==> src/rtl/link_fault_sequencer.sv <==
// Link fault sequencer for the reconciliation layer between the MAC-side XGMII
// and the PCS encoder. It watches the RX column stream for Local/Remote Fault
// sequence ordered sets and substitutes the TX column stream with Remote Fault
// or Idle columns while a fault is active. It only returns to passing MAC data
// on an all-idle column, so a partially sent frame never reaches the PCS.
module link_fault_sequencer #(
    parameter int unsigned WINDOW    = 128,
    parameter int unsigned THRESHOLD = 4
) (
    input  logic        i_clk,
    input  logic        i_reset_n,
    input  logic [31:0] i_rxd,
    input  logic [3:0]  i_rxc,
    input  logic        i_rx_valid,
    input  logic [31:0] i_txd,
    input  logic [3:0]  i_txc,
    input  logic        i_tx_valid,
    output logic [31:0] o_txd,
    output logic [3:0]  o_txc,
    output logic        o_tx_valid,
    output logic [1:0]  o_link_fault,
    output logic        o_tx_truncated
);

    localparam int unsigned CW = $clog2(WINDOW + 1);
    localparam int unsigned SW = $clog2(THRESHOLD + 1);

    localparam logic [31:0] IDLE_D = 32'h07070707;
    localparam logic [3:0]  IDLE_C = 4'hF;
    localparam logic [31:0] RF_D   = 32'h0200009C;
    localparam logic [3:0]  RF_C   = 4'h1;

    typedef enum logic [1:0] {
        FT_NONE = 2'b00,
        FT_LF   = 2'b01,
        FT_RF   = 2'b10
    } fault_e;

    typedef enum logic [1:0] {
        TX_PASS,
        TX_RF,
        TX_IDLE
    } tx_state_e;

    logic [CW-1:0] col_cnt_q, col_cnt_d;
    logic [SW-1:0] seq_cnt_q, seq_cnt_d;
    fault_e        last_type_q, last_type_d;
    fault_e        link_fault_q, link_fault_d;
    tx_state_e     state_q, state_d;
    logic          in_frame_q, in_frame_d;
    logic [31:0]   txd_q, txd_d;
    logic [3:0]    txc_q, txc_d;
    logic          tx_valid_q, tx_valid_d;
    logic          trunc_q, trunc_d;

    logic          rx_is_fault;
    fault_e        rx_type;
    logic          tx_col_idle;

    // Classify the RX column: only an exact LF/RF sequence ordered set counts.
    always_comb begin
        rx_is_fault = 1'b0;
        rx_type     = FT_NONE;
        if (i_rxc == 4'b0001 && i_rxd[7:0] == 8'h9C && i_rxd[23:8] == 16'h0000) begin
            if (i_rxd[31:24] == 8'h01) begin
                rx_is_fault = 1'b1;
                rx_type     = FT_LF;
            end else if (i_rxd[31:24] == 8'h02) begin
                rx_is_fault = 1'b1;
                rx_type     = FT_RF;
            end
        end
    end

    // Count same-type fault sequences and the non-fault gap between them.
    always_comb begin
        col_cnt_d    = col_cnt_q;
        seq_cnt_d    = seq_cnt_q;
        last_type_d  = last_type_q;
        link_fault_d = link_fault_q;
        if (i_rx_valid) begin
            if (rx_is_fault) begin
                if (rx_type == last_type_q && col_cnt_q < CW'(WINDOW)) begin
                    if (seq_cnt_q < SW'(THRESHOLD)) begin
                        seq_cnt_d = seq_cnt_q + SW'(1);
                    end
                end else begin
                    seq_cnt_d = SW'(1);
                end
                last_type_d = rx_type;
                col_cnt_d   = '0;
                if (seq_cnt_d == SW'(THRESHOLD)) begin
                    link_fault_d = rx_type;
                end
            end else if (col_cnt_q < CW'(WINDOW)) begin
                col_cnt_d = col_cnt_q + CW'(1);
                if (col_cnt_d == CW'(WINDOW)) begin
                    seq_cnt_d    = '0;
                    last_type_d  = FT_NONE;
                    link_fault_d = FT_NONE;
                end
            end
        end
    end

    assign tx_col_idle = (i_txc == IDLE_C) && (i_txd == IDLE_D);

    // TX sequencing: next state picks the column content, so substitution
    // starts on the same column that triggers the transition.
    always_comb begin
        state_d    = state_q;
        in_frame_d = in_frame_q;
        txd_d      = txd_q;
        txc_d      = txc_q;
        tx_valid_d = i_tx_valid;
        trunc_d    = 1'b0;
        if (i_tx_valid) begin
            if (i_txc[0] && i_txd[7:0] == 8'hFB) begin
                in_frame_d = 1'b1;
            end
            for (int unsigned l = 0; l < 4; l++) begin
                if (i_txc[l] && i_txd[8*l +: 8] == 8'hFD) begin
                    in_frame_d = 1'b0;
                end
            end
            case (state_q)
                TX_PASS: begin
                    if (link_fault_q == FT_LF)      state_d = TX_RF;
                    else if (link_fault_q == FT_RF) state_d = TX_IDLE;
                end
                TX_RF: begin
                    if (link_fault_q == FT_RF)                       state_d = TX_IDLE;
                    else if (link_fault_q == FT_NONE && tx_col_idle) state_d = TX_PASS;
                end
                TX_IDLE: begin
                    if (link_fault_q == FT_LF)                       state_d = TX_RF;
                    else if (link_fault_q == FT_NONE && tx_col_idle) state_d = TX_PASS;
                end
                default: state_d = TX_PASS;
            endcase
            if (state_q == TX_PASS && state_d != TX_PASS) begin
                trunc_d    = in_frame_q;
                in_frame_d = 1'b0;
            end
            case (state_d)
                TX_RF: begin
                    txd_d = RF_D;
                    txc_d = RF_C;
                end
                TX_IDLE: begin
                    txd_d = IDLE_D;
                    txc_d = IDLE_C;
                end
                default: begin
                    txd_d = i_txd;
                    txc_d = i_txc;
                end
            endcase
        end
    end

    // State and output registers.
    always_ff @(posedge i_clk or negedge i_reset_n) begin
        if (!i_reset_n) begin
            col_cnt_q    <= '0;
            seq_cnt_q    <= '0;
            last_type_q  <= FT_NONE;
            link_fault_q <= FT_NONE;
            state_q      <= TX_PASS;
            in_frame_q   <= 1'b0;
            txd_q        <= IDLE_D;
            txc_q        <= IDLE_C;
            tx_valid_q   <= 1'b0;
            trunc_q      <= 1'b0;
        end else begin
            col_cnt_q    <= col_cnt_d;
            seq_cnt_q    <= seq_cnt_d;
            last_type_q  <= last_type_d;
            link_fault_q <= link_fault_d;
            state_q      <= state_d;
            in_frame_q   <= in_frame_d;
            txd_q        <= txd_d;
            txc_q        <= txc_d;
            tx_valid_q   <= tx_valid_d;
            trunc_q      <= trunc_d;
        end
    end

    assign o_txd          = txd_q;
    assign o_txc          = txc_q;
    assign o_tx_valid     = tx_valid_q;
    assign o_link_fault   = link_fault_q;
    assign o_tx_truncated = trunc_q;

endmodule

==> config.mk <==
export PLATFORM = sky130hd
export DESIGN_NAME = link_fault_sequencer
export DESIGN_NICKNAME = d
export VERILOG_FILES = /design/src/rtl/link_fault_sequencer.sv
export SDC_FILE = /design/constraint.sdc
export NUM_CORES = 1
export LEC_CHECK = 0
export CORE_ASPECT_RATIO = 1.1
export CORE_MARGIN = 2
export CORE_UTILIZATION = 40
export CTS_CLUSTER_SIZE = 14
export DETAILED_ROUTE_END_ITERATION = 10
export DONT_BUFFER_PORTS = 1
export GPL_TIMING_DRIVEN = 0
export PLACE_DENSITY_LB_ADDON = 0.05
export SETUP_SLACK_MARGIN = 0.4
export SLEW_MARGIN = 0
export SYNTH_ARGS = -nofsm -noshare
export SYNTH_HDL_FRONTEND = slang
export SYNTH_SLANG_ARGS = --single-unit
==> constraint.sdc <==
create_clock -name i_clk -period 3.9 [get_ports i_clk]
set_input_delay 0.585 -clock i_clk [delete_from_list [all_inputs] [get_ports i_clk]]
set_output_delay 0.585 -clock i_clk [all_outputs]
set_load 0.005 [all_outputs]
==> run metrics, run 1 <==
status complete, no violations; portion of total power attributed to sequential cells 56.5%; Setup CP Type flop to flop; GRT Total Usage 19.51%; CTS tree built; Routed wire per std cell 18.89 µm; final setup skew 0.005414 ns; number of slew-limit violations in the final report 0; number of buffers and inverters on the critical path 4; summed instance area of the synthesized netlist 2977 µm²; Total Wirelength 7724 µm; synth top area cells dfrtp_1 (34%), dfstp_2 (14%), a21oi_1 (7.1%), a31o_2 (5.0%), nor2b_1 (4.2%); Avg Vias per Cell 5.907; CP max stage delay 0.42 ns; count of endpoints failing setup in the final report 0; Hold/Removal Path Class input port to asynchronous set/reset pin; Slew headroom 63.82%; data required time of the worst path 4.16 ns; critical path peak fanout 10; last weighted congestion value of the routability-driven placer 0.8671; Synth Area in XOR/XNOR 0.2942%; Post-Synth Simple-Gate Area 24.63%; number of warnings printed during yosys synthesis 0; endpoint type of the worst setup path flop; CTS H-tree lvls 2; CP Cell Sequence clkbuf_1, nor4b_1, nand4_1, nor4_4, or3b_2, o21ai_1, a21oi_1, ha_1, clkbuf_2, inv_1, clkbuf_1, a31o_2; synthesized area per cell 9.450 µm²; via count of the first global-routing pass 2453; Synth-to-Final Area Change 8.155%; NetSw 0.0003503 W; multiplexer area fraction after synthesis 1.387%; logic gate share of total power 15.0%; clock root buffer clkbuf_8; Max clock buf depth 2; largest net degree at the start of global routing 41; Cell variety after synth 47; number of top-level design ports 116; cell leakage power 1.316 nW; HPWL after DPL 5670 µm; async set-reset flop share out of synthesis 100.0%; Fmax achieved 0.3150 GHz; cell-internal power 0.0008628 W; Antenna Diode Count 0; Setup Fix Bufs, Post-CTS 0; area share of fa/ha/maj cells after synthesis 2.102%; post-route antenna net violation count 0; count of filler cells inserted in the layout 707; Rows 32; Die Area 8148 µm²; most repeated cell in the gate-level netlist after synthesis a21oi_1; Die Height 94.48 µm; width of the die 86.25 µm; Overflow after GRT 0; most frequent cells after synthesis a21oi_1 (42), dfrtp_1 (40), nor2_1 (29); Synth Register Bits 56; proportion of layout cells with a drive suffix above 1 18.52%; share of the synthesized area in compound gates (AO/OA/AOI/OAI) 20.26%; largest vdd supply drop 149.3 µV; latest clock arrival within the worst-skew pair 0.31 ns; effective utilization at floorplan 41.77%; number of buffer cells added on primary ports 0; Final period util 81.40%; WP data arrival 3.44 ns; dominant cell type by area after synthesis dfrtp_1; dominant synthesized flop cell dfrtp_1; highest-delay cell along the critical path dfrtp_1; cell area power density 376.8 nW/µm²; net switching fraction of the power 28.88%; Placeable Area 7127 µm²; cell count after synthesis 315; DR iter-0 viols 141; setup repair after global routing missed its margin no; Worst path top cell family by delay simple AND/OR/NAND/NOR gates; 1st-pass router iterations 4; clock period minus final worst setup slack 3.175 ns; CTS clock-pin slew for the worst setup and hold paths 0.10 ns; number of enable-type register cells in the synthesized netlist 0; slew at the pin with the worst max-slew slack 0.5371 ns; total negative slack 0 ns; Post-Syn Nets 396; cts bufs inserted 5; max-capacitance violation count 0; largest family of logic cells by synthesized area simple AND/OR/NAND/NOR gates; Final Hold Fails 0; final hold slack 0.1029 ns; Critical Path Start Type flop; number of remaining DRC errors 0; layout net count 404; clock network fraction of total power 28.5%; wire length of the first global-routing pass 12540 µm; fraction of synthesized cell area taken by the top area cell type 33.63%; routed via count 2416; number of clock sinks 56; Top cell by count, worst path clkbuf_1; number of antenna violations at the first check in global routing 0; fraction of the yosys area taken by sequential cells 47.75%
## layout make-up
class,instances,area (µm²),share of cell area (%)
plain buffers,18,77.57,2.410
clock buffers,6,82.58,2.565
clock inverters,2,13.76,0.4275
inverters,9,33.78,1.049
multi-input cells,232,1464,45.47
flip-flops and latches,56,1421,44.15
well taps,85,106.4,3.304
repair buffers,1,20.02,0.6218
## routing by layer
| layer | wire [µm] | vias up | track usage, % |
|---|---|---|---|
| met1 | 3487 | 1165 | 27.06 |
| met3 | 648 | 6 | 6.556 |
| li1 | - | 1173 | - |
| met4 | 66 | 0 | 4.427 |
| met5 | 0 | - | 0 |
| met2 | 3522 | 72 | 29.65 |
## worst register-to-register path: stages, from the launching register on
cell,delay (ns)
dfrtp_1,0.42
clkbuf_1,0.22
nor4b_1,0.35
nand4_1,0.20
nor4_4,0.25
or3b_2,0.20
o21ai_1,0.08
a21oi_1,0.21
ha_1,0.26
clkbuf_2,0.19
inv_1,0.12
clkbuf_1,0.39
a31o_2,0.23
## final timing paths
path                                  endpoint            start  depth (start not counted)  slack, ns
max in group asynchronous       last_type_q[0]        i_reset_n                          1       3.61
worst max-delay path                 o_txd[29]  o_link_fault[0]                         12       0.73
min in group i_clk                  o_tx_valid       i_tx_valid                          0       0.29
worst min register to register  last_type_q[0]   last_type_q[0]                          2       0.50
worst max register to register       o_txd[29]  o_link_fault[0]                         12       0.73
worst min-delay path                 o_txd[31]        i_reset_n                          1       0.10
## sequential cells by signal (all words and copies together) (netlist names)
| signal | count |
|---|---|
| o_tx_truncated | 1 |
| o_link_fault | 2 |
| o_txd | 32 |
| col_cnt_q | 8 |
| last_type_q | 2 |
| seq_cnt_q | 3 |
| o_txc | 4 |
| state_q | 2 |
| in_frame_q | 1 |
| o_tx_valid | 1 |
## power by group through the flow
stage	clock network (W)	logic (W)	registers, W
global placement	0	0.000166	0.000694
global route	0.000380	0.000212	0.000695
detailed placement	0	0.000172	0.000694
finish	0.000346	0.000182	0.000685
floorplan	0	0.000142	0.000683
CTS	0.000357	0.000183	0.000685
## stage by stage
step	instance area (µm²)	setup slack (ns)	cells	utilization, %	power [W]
detailed placement	3083	0.2812	400	43.26	0.0008661
global placement	3083	0.2804	400	43.26	0.0008599
floorplan	2977	0.8760	315	-	0.0008247
finish	3219	0.7253	409	45.17	0.001213
CTS	3206	0.4850	409	44.98	0.001225
global route	3219	0.4251	409	45.17	0.001287
## layout by cell type, fill, tap and decap left out, types with 2 or more instances in the layout
| master | synthesis | routed |
|---|---|---|
| nor4b_2 | 2 | 2 |
| dfstp_2 | 16 | 16 |
| nor3_1 | 6 | 6 |
| a21oi_1 | 42 | 42 |
| o31ai_1 | 4 | 4 |
| nor4_1 | 14 | 13 |
| nand4_1 | 7 | 7 |
| clkbuf_2 | 0 | 4 |
| o21ai_1 | 8 | 8 |
| a31o_2 | 17 | 17 |
| nor4b_1 | 6 | 6 |
| dfrtp_1 | 40 | 40 |
| ha_1 | 5 | 5 |
| nand3b_1 | 3 | 3 |
| a22o_1 | 3 | 3 |
| nor2b_1 | 20 | 20 |
| clkbuf_8 | 0 | 6 |
| or4bb_1 | 2 | 2 |
| clkbuf_1 | 15 | 11 |
| nand4b_1 | 2 | 2 |
| nor2_1 | 29 | 29 |
| inv_1 | 9 | 9 |
| or3_4 | 2 | 2 |
| nand3_1 | 9 | 9 |
| nand2_1 | 16 | 16 |
| mux2i_1 | 3 | 3 |
| o21ai_0 | 13 | 13 |
## timing repair
item / CTS / global route
hold buffers: 1 / 0
endpoints found under the hold margin: 40 / 0
gates resized for setup: 1 / 9
endpoints found under the setup margin: 13 / 30
## kinds of logic after synthesis
kind of cell,count (synthesis)
flip-flops,56
AND/OR/NAND/NOR,126
XOR/XNOR,1
adder cells (fa/ha/maj),5
buffers and inverters,27
multiplexers,4
AO/OA/AOI/OAI,96
Note: power is estimated with default switching activity, not from simulation.
==> run 2, diff against run 1 <==
- ABC_AREA: not set -> 1
- clock period: 3.9 -> 3.3 ns (I/O delays scaled with it)
==> run 2 against run 1 <==
Compared with the run above: first-iteration DRC count is 0.71% higher; clock power up 11%; die area up 3.3%; largest cell class is now flip-flops and latches; worst hold slack got worse by 0.093 ns; sequential share of layout area fell by 1.5 points; critical endpoint is now o_txd[7]; combinational power is 88% higher; clock skew increased by 0.0039 ns; highest routed layer unchanged; critical path type unchanged; cell count increased by 23%; largest power group unchanged; sequential cell count stayed put.
==> run metrics, run 2 <==
Routed wire per std cell 15.91 µm; status complete, no violations; number of antenna violations at the first check in global routing 0; number of buffer cells added on primary ports 0; number of warnings printed during yosys synthesis 0; Final Hold Fails 0; final setup skew 0.009305 ns; Die Height 96.04 µm; most repeated cell in the gate-level netlist after synthesis nand2_1; synth top area cells dfrtp_1 (32%), dfstp_2 (14%), nand2_1 (9.9%), inv_1 (6.5%), nor2_1 (5.6%); fraction of synthesized cell area taken by the top area cell type 32.49%; critical path peak fanout 10; summed instance area of the synthesized netlist 3080 µm²; effective utilization at floorplan 41.22%; cell leakage power 1.558 nW; via count of the first global-routing pass 2463; HPWL after DPL 6216 µm; Rows 33; setup repair after global routing missed its margin no; count of endpoints failing setup in the final report 0; width of the die 87.67 µm; Synth-to-Final Area Change 8.245%; Slew headroom 45.49%; total negative slack 0 ns; Critical Path Start Type flop; number of remaining DRC errors 0; WP data arrival 2.84 ns; Placeable Area 7473 µm²; latest clock arrival within the worst-skew pair 0.31 ns; proportion of layout cells with a drive suffix above 1 11.31%; cell area reported after detailed placement 3212 µm²; number of enable-type register cells in the synthesized netlist 0; synthesized area per cell 7.939 µm²; Max clock buf depth 2; async set-reset flop share out of synthesis 100.0%; last weighted congestion value of the routability-driven placer 0.8344; CTS H-tree lvls 2; Design Area, Final 3334 µm²; endpoint type of the worst setup path flop; beginning of the critical path o_link_fault[0]; Antenna Diode Count 0; DR iter-0 viols 142; worst reg2reg path startpoint o_link_fault[0]; Setup CP Type flop to flop; leading cell type in the layout, fill and taps excluded nand2_1; number of top-level design ports 116; max-capacitance violation count 0; cts bufs inserted 5; final hold slack 0.009547 ns; cell area power density 508.8 nW/µm²; layout net count 478; Hold/Removal Path Class input port to asynchronous set/reset pin; largest vdd supply drop 252.8 µV; slew at the pin with the worst max-slew slack 0.8149 ns; number of clock sinks 56; Synth Register Bits 56; data required time of the worst path 3.53 ns; routed via count 2571; commonest cells after routing, fill and taps aside nand2_1 (81), inv_1 (53), nor2_1 (46); Die Area 8420 µm²; dominant synthesized flop cell dfrtp_1; post-route antenna net violation count 0; wire length of the first global-routing pass 12170 µm; number of slew-limit violations in the final report 0; most frequent cells after synthesis nand2_1 (81), inv_1 (53), nor2_1 (46); CTS clock-pin slew for the worst setup and hold paths 0.11 ns; number of flip-flops in the largest register 32; Fmax achieved 0.3827 GHz; Total Wirelength 8005 µm; Cell variety after synth 37; CTS tree built; Final period util 79.18%; Avg Vias per Cell 5.111; GRT Total Usage 18.81%; dominant cell type by area after synthesis dfrtp_1; fraction of the yosys area taken by sequential cells 46.14%; total power 0.001697 W; Overflow after GRT 0; clock period minus final worst setup slack 2.613 ns; 1st-pass router iterations 4; Post-Syn Nets 469; clock root buffer clkbuf_8; cell count after synthesis 388; largest net degree at the start of global routing 41
==> run 2: cell count changes after synthesis, moves of 17 or more <==
cell and change:
a31o_2 -17, nor2_1 +17, nand2_1 +65, a21oi_1 -34, nor2b_1 -20, inv_1 +44
nand3_1 +17
==> run 2: path summary, 6_finish.rpt <==
check / cells past startpoint / endpoint / slack (ns)
setup / recovery: 11 / o_txd[7] / 0.69
hold / removal: 1 / o_txd[31] / 0.01
setup reg to reg: 11 / o_txd[7] / 0.69
hold reg to reg: 2 / last_type_q[1] / 0.51
max in group asynchronous: 1 / o_txd[0] / 2.15
min in group i_clk: 0 / o_tx_valid / 0.21
==> run 2: logic make-up after synthesis <==
logic type / after synthesis / share of synthesized area [%]
xor gates and xnor gates: 7 / 1.990
AOI/OAI and AO/OA: 50 / 9.992
buffers and inverters: 64 / 8.002
DFF: 56 / 46.14
muxes: 1 / 0.3655
adders and majority gates: 5 / 2.031
and+or+nand+nor: 205 / 31.48
==> run 2: metal layers <==
layer	GRT usage (%)	share of wire [%]	up-vias
li1	-	-	1293
met1	25.72	45	1195
met2	29.42	47	78
met3	5.746	7.1	5
met4	4.231	0.85	0
met5	0	0	-
==> run 2: area by class of cell <==
| type | instances | area (µm²) |
|---|---|---|
| fillers | 769 | 4139 |
| plain buffers | 7 | 26.28 |
| repair buffers | 2 | 30.03 |
| clock inverters | 2 | 15.01 |
| flip-flops and latches | 56 | 1421 |
| inverters | 57 | 220.2 |
| well taps | 105 | 131.4 |
| clock buffers | 6 | 72.57 |
| multi-input cells | 268 | 1418 |
==> run 2: worst max-delay path: stages, from the launching register on <==
cell,delay [ns]
dfrtp_1,0.45
inv_1,0.12
nand4_1,0.10
nor4_1,0.28
nand3_1,0.15
nand2_1,0.08
a21o_1,0.18
ha_1,0.30
nor2_4,0.24
inv_2,0.14
clkbuf_1,0.26
o211ai_1,0.23
==> run 2: repair_timing <==
item | in CTS | in global routing
endpoints found under the setup margin | 0 | 19
resized for setup | 0 | 1
hold buffers | 1 | 1
buffers inserted | 0 | 0
endpoints found under the hold margin | 40 | 16
==> run 2: stage by stage <==
step / util (%) / instances / worst slack (ns)
after global placement: 42.98 / 493 / 0.4156
after floorplan: - / 388 / 0.9986
after detailed placement: 42.98 / 493 / 0.4236
after global routing: 44.62 / 503 / 0.4041
final: 44.62 / 503 / 0.6872
after CTS: 44.42 / 502 / 0.4674
==> run 2: where the power goes <==
part | total, W | leakage (nW) | internal (W) | switching (W)
clock | 0.000383 | 0.0457 | 0.000153 | 0.000230
sequential | 0.000971 | 0.675 | 0.000858 | 0.000113
combinational | 0.000342 | 0.837 | 0.000130 | 0.000212
==> run 3, diff against run 2 <==
- ABC_AREA: 1 -> 0
- clock period: 3.3 -> 2.5 ns (I/O delays scaled with it)
==> run 3 against run 2 <==
Compared with the run above: the flow now finishes with violations (negative setup slack); die area down 3.2%; worst hold slack better by 0.066 ns; global-route usage up 0.19 points; first-iteration DRC count down 34%; clock skew up 0.0041 ns; combinational power down 13%; worst setup slack worse by 0.85 ns; sequential power up 10%; core utilization up 5.8 points.
==> run metrics, run 3 (synthesis results as in run 1) <==
commonest cells after routing, fill and taps aside dfrtp_1 (39), nor2_1 (26), a21oi_2 (22); clock root buffer clkbuf_8; width of the die 86.25 µm; Synth-to-Final Area Change 20.81%; number of top-level design ports 116; Fmax achieved 0.3753 GHz; count of endpoints failing setup in the final report 36; Max clock buf depth 2; endpoint with the worst hold slack o_tx_valid; Top cell by count, worst path clkbuf_8; cts bufs inserted 5; Cells on Worst Hold Path 0; Design Area, Final 3596 µm²; Worst Slack Setup Final -0.1648 ns; Routed wire per std cell 18.98 µm; effective utilization at floorplan 41.77%; Final Hold Fails 0; Critical Path Start Type flop; slew at the pin with the worst max-slew slack 0.6532 ns; endpoint type of the worst setup path flop; number of clock sinks 56; beginning of the critical path o_link_fault[0]; portion of total power attributed to sequential cells 54.2%; cell-internal power 0.001421 W; Rows 32; via count of the first global-routing pass 2436; DR iter-0 viols 94; hold path startpoint i_tx_valid; final setup skew 0.01341 ns; 1st-pass router iterations 4; CP max stage delay 0.43 ns; stages on the worst setup path 12; number of buffers and inverters on the critical path 4; number of cell instances on the worst register-to-register path 12; WP data arrival 2.87 ns; Hold/Removal Path Class input port to flop; Antenna Diode Count 0; Placeable Area 7127 µm²; net switching fraction of the power 27.75%; cell area power density 547.2 nW/µm²; largest vdd supply drop 279.4 µV; GRT Total Usage 19.01%; status finished, violations left; Final period util 106.6%; routed via count 2483; Die Height 94.48 µm; Worst path top cell family by delay simple AND/OR/NAND/NOR gates; largest net degree at the start of global routing 57; HPWL after DPL 5754 µm; CTS clock-pin slew for the worst setup and hold paths 0.11 ns; Total Wirelength 8010 µm; worst reg2reg path startpoint o_link_fault[0]; logic gate share of total power 15.1%; proportion of layout cells with a drive suffix above 1 31.16%; CP Cell Sequence clkbuf_8, nor4b_4, nand4_1, nor4_4, or3b_4, o21ai_4, a21oi_2, ha_1, clkbuf_8, clkinvlp_4, clkbuf_8, a31o_2; clock period minus final worst setup slack 2.665 ns; last weighted congestion value of the routability-driven placer 0.8276; NetSw 0.0005461 W; critical path peak fanout 10; Die Area 8148 µm²; Place WS -0.4321 ns; number of flip-flops in the largest register 32; number of slew-limit violations in the final report 0; CTS H-tree lvls 2; highest-delay cell along the critical path dfrtp_1; Setup CP Type flop to flop; clock network fraction of total power 30.7%; wire length of the first global-routing pass 12220 µm; layout net count 417; max-capacitance violation count 0; post-route antenna net violation count 0; Avg Vias per Cell 5.884; number of antenna violations at the first check in global routing 0; cell leakage power 1.434 nW; data required time of the worst path 2.71 ns; worst reg2reg endpoint o_txd[30]; CTS tree built; violated checks negative setup slack; number of remaining DRC errors 0; leading cell type in the layout, fill and taps excluded dfrtp_1; Overflow after GRT 0; setup repair after global routing missed its margin yes; final hold slack 0.07505 ns; Slew headroom 56.46%; number of buffer cells added on primary ports 0; latest clock arrival within the worst-skew pair 0.31 ns; worst-case register-to-register setup slack -0.16 ns; cell area reported after detailed placement 3211 µm²
run 3: layout make-up:
| cell class | count | area (µm²) |
|---|---|---|
| plain buffers | 18 | 155.1 |
| fillers | 674 | 3531 |
| repair buffers | 14 | 138.9 |
| inverters | 9 | 37.54 |
| clock inverters | 3 | 42.54 |
| flip-flops and latches | 56 | 1423 |
| multi-input cells | 232 | 1624 |
| well taps | 85 | 106.4 |
| clock buffers | 5 | 68.82 |
run 3: per-layer routing:
layer | part of all wire [%] | vias up | GRT usage (%)
li1 | - | 1199 | -
met1 | 41 | 1202 | 21.97
met2 | 51 | 75 | 33.98
met3 | 7.3 | 7 | 6.119
met4 | 1.0 | 0 | 4.818
met5 | 0 | - | 0
run 3: power by group through the flow:
| stage | Clock (W) | Sequential, W | Combinational (W) |
|---|---|---|---|
| 2_1_floorplan | 0 | 0.00107 | 0.000222 |
| 3_3_place_gp | 0 | 0.00108 | 0.000260 |
| 3_5_place_dp | 0 | 0.00108 | 0.000269 |
| 4_1_cts | 0.000621 | 0.00106 | 0.000297 |
| 5_1_grt | 0.000654 | 0.00108 | 0.000337 |
| 6_report | 0.000605 | 0.00107 | 0.000297 |
run 3: worst max-delay path by stage:
stage	to	slack (ns)
final	o_txd[30]	-0.16
after global routing	o_txc[2]	-0.35
after CTS	o_txd[8]	-0.16
after detailed placement	o_txd[0]	-0.43
after global placement	o_txd[0]	-0.43
after floorplan	o_txd[1]	-0.03
run 3: per-stage QoR:
stage	utilization (%)	power (W)	instances	TNS, ns
6_report	50.46	0.001968	422	-4.760
4_1_cts	49.35	0.001983	421	-4.602
2_1_floorplan	-	0.001287	315	-0.3351
5_1_grt	50.46	0.002070	422	-11.37
3_3_place_gp	45.05	0.001341	400	-11.22
3_5_place_dp	45.05	0.001351	400	-11.43
run 3: repair_timing:
action,4_1_cts,5_1_grt
setup endpoints to repair,38,38
hold buffers,2,0
cloned,2,0
buffers inserted,9,1
endpoints found under the hold margin,56,0
gates resized for setup,16,17
pin swaps,7,4
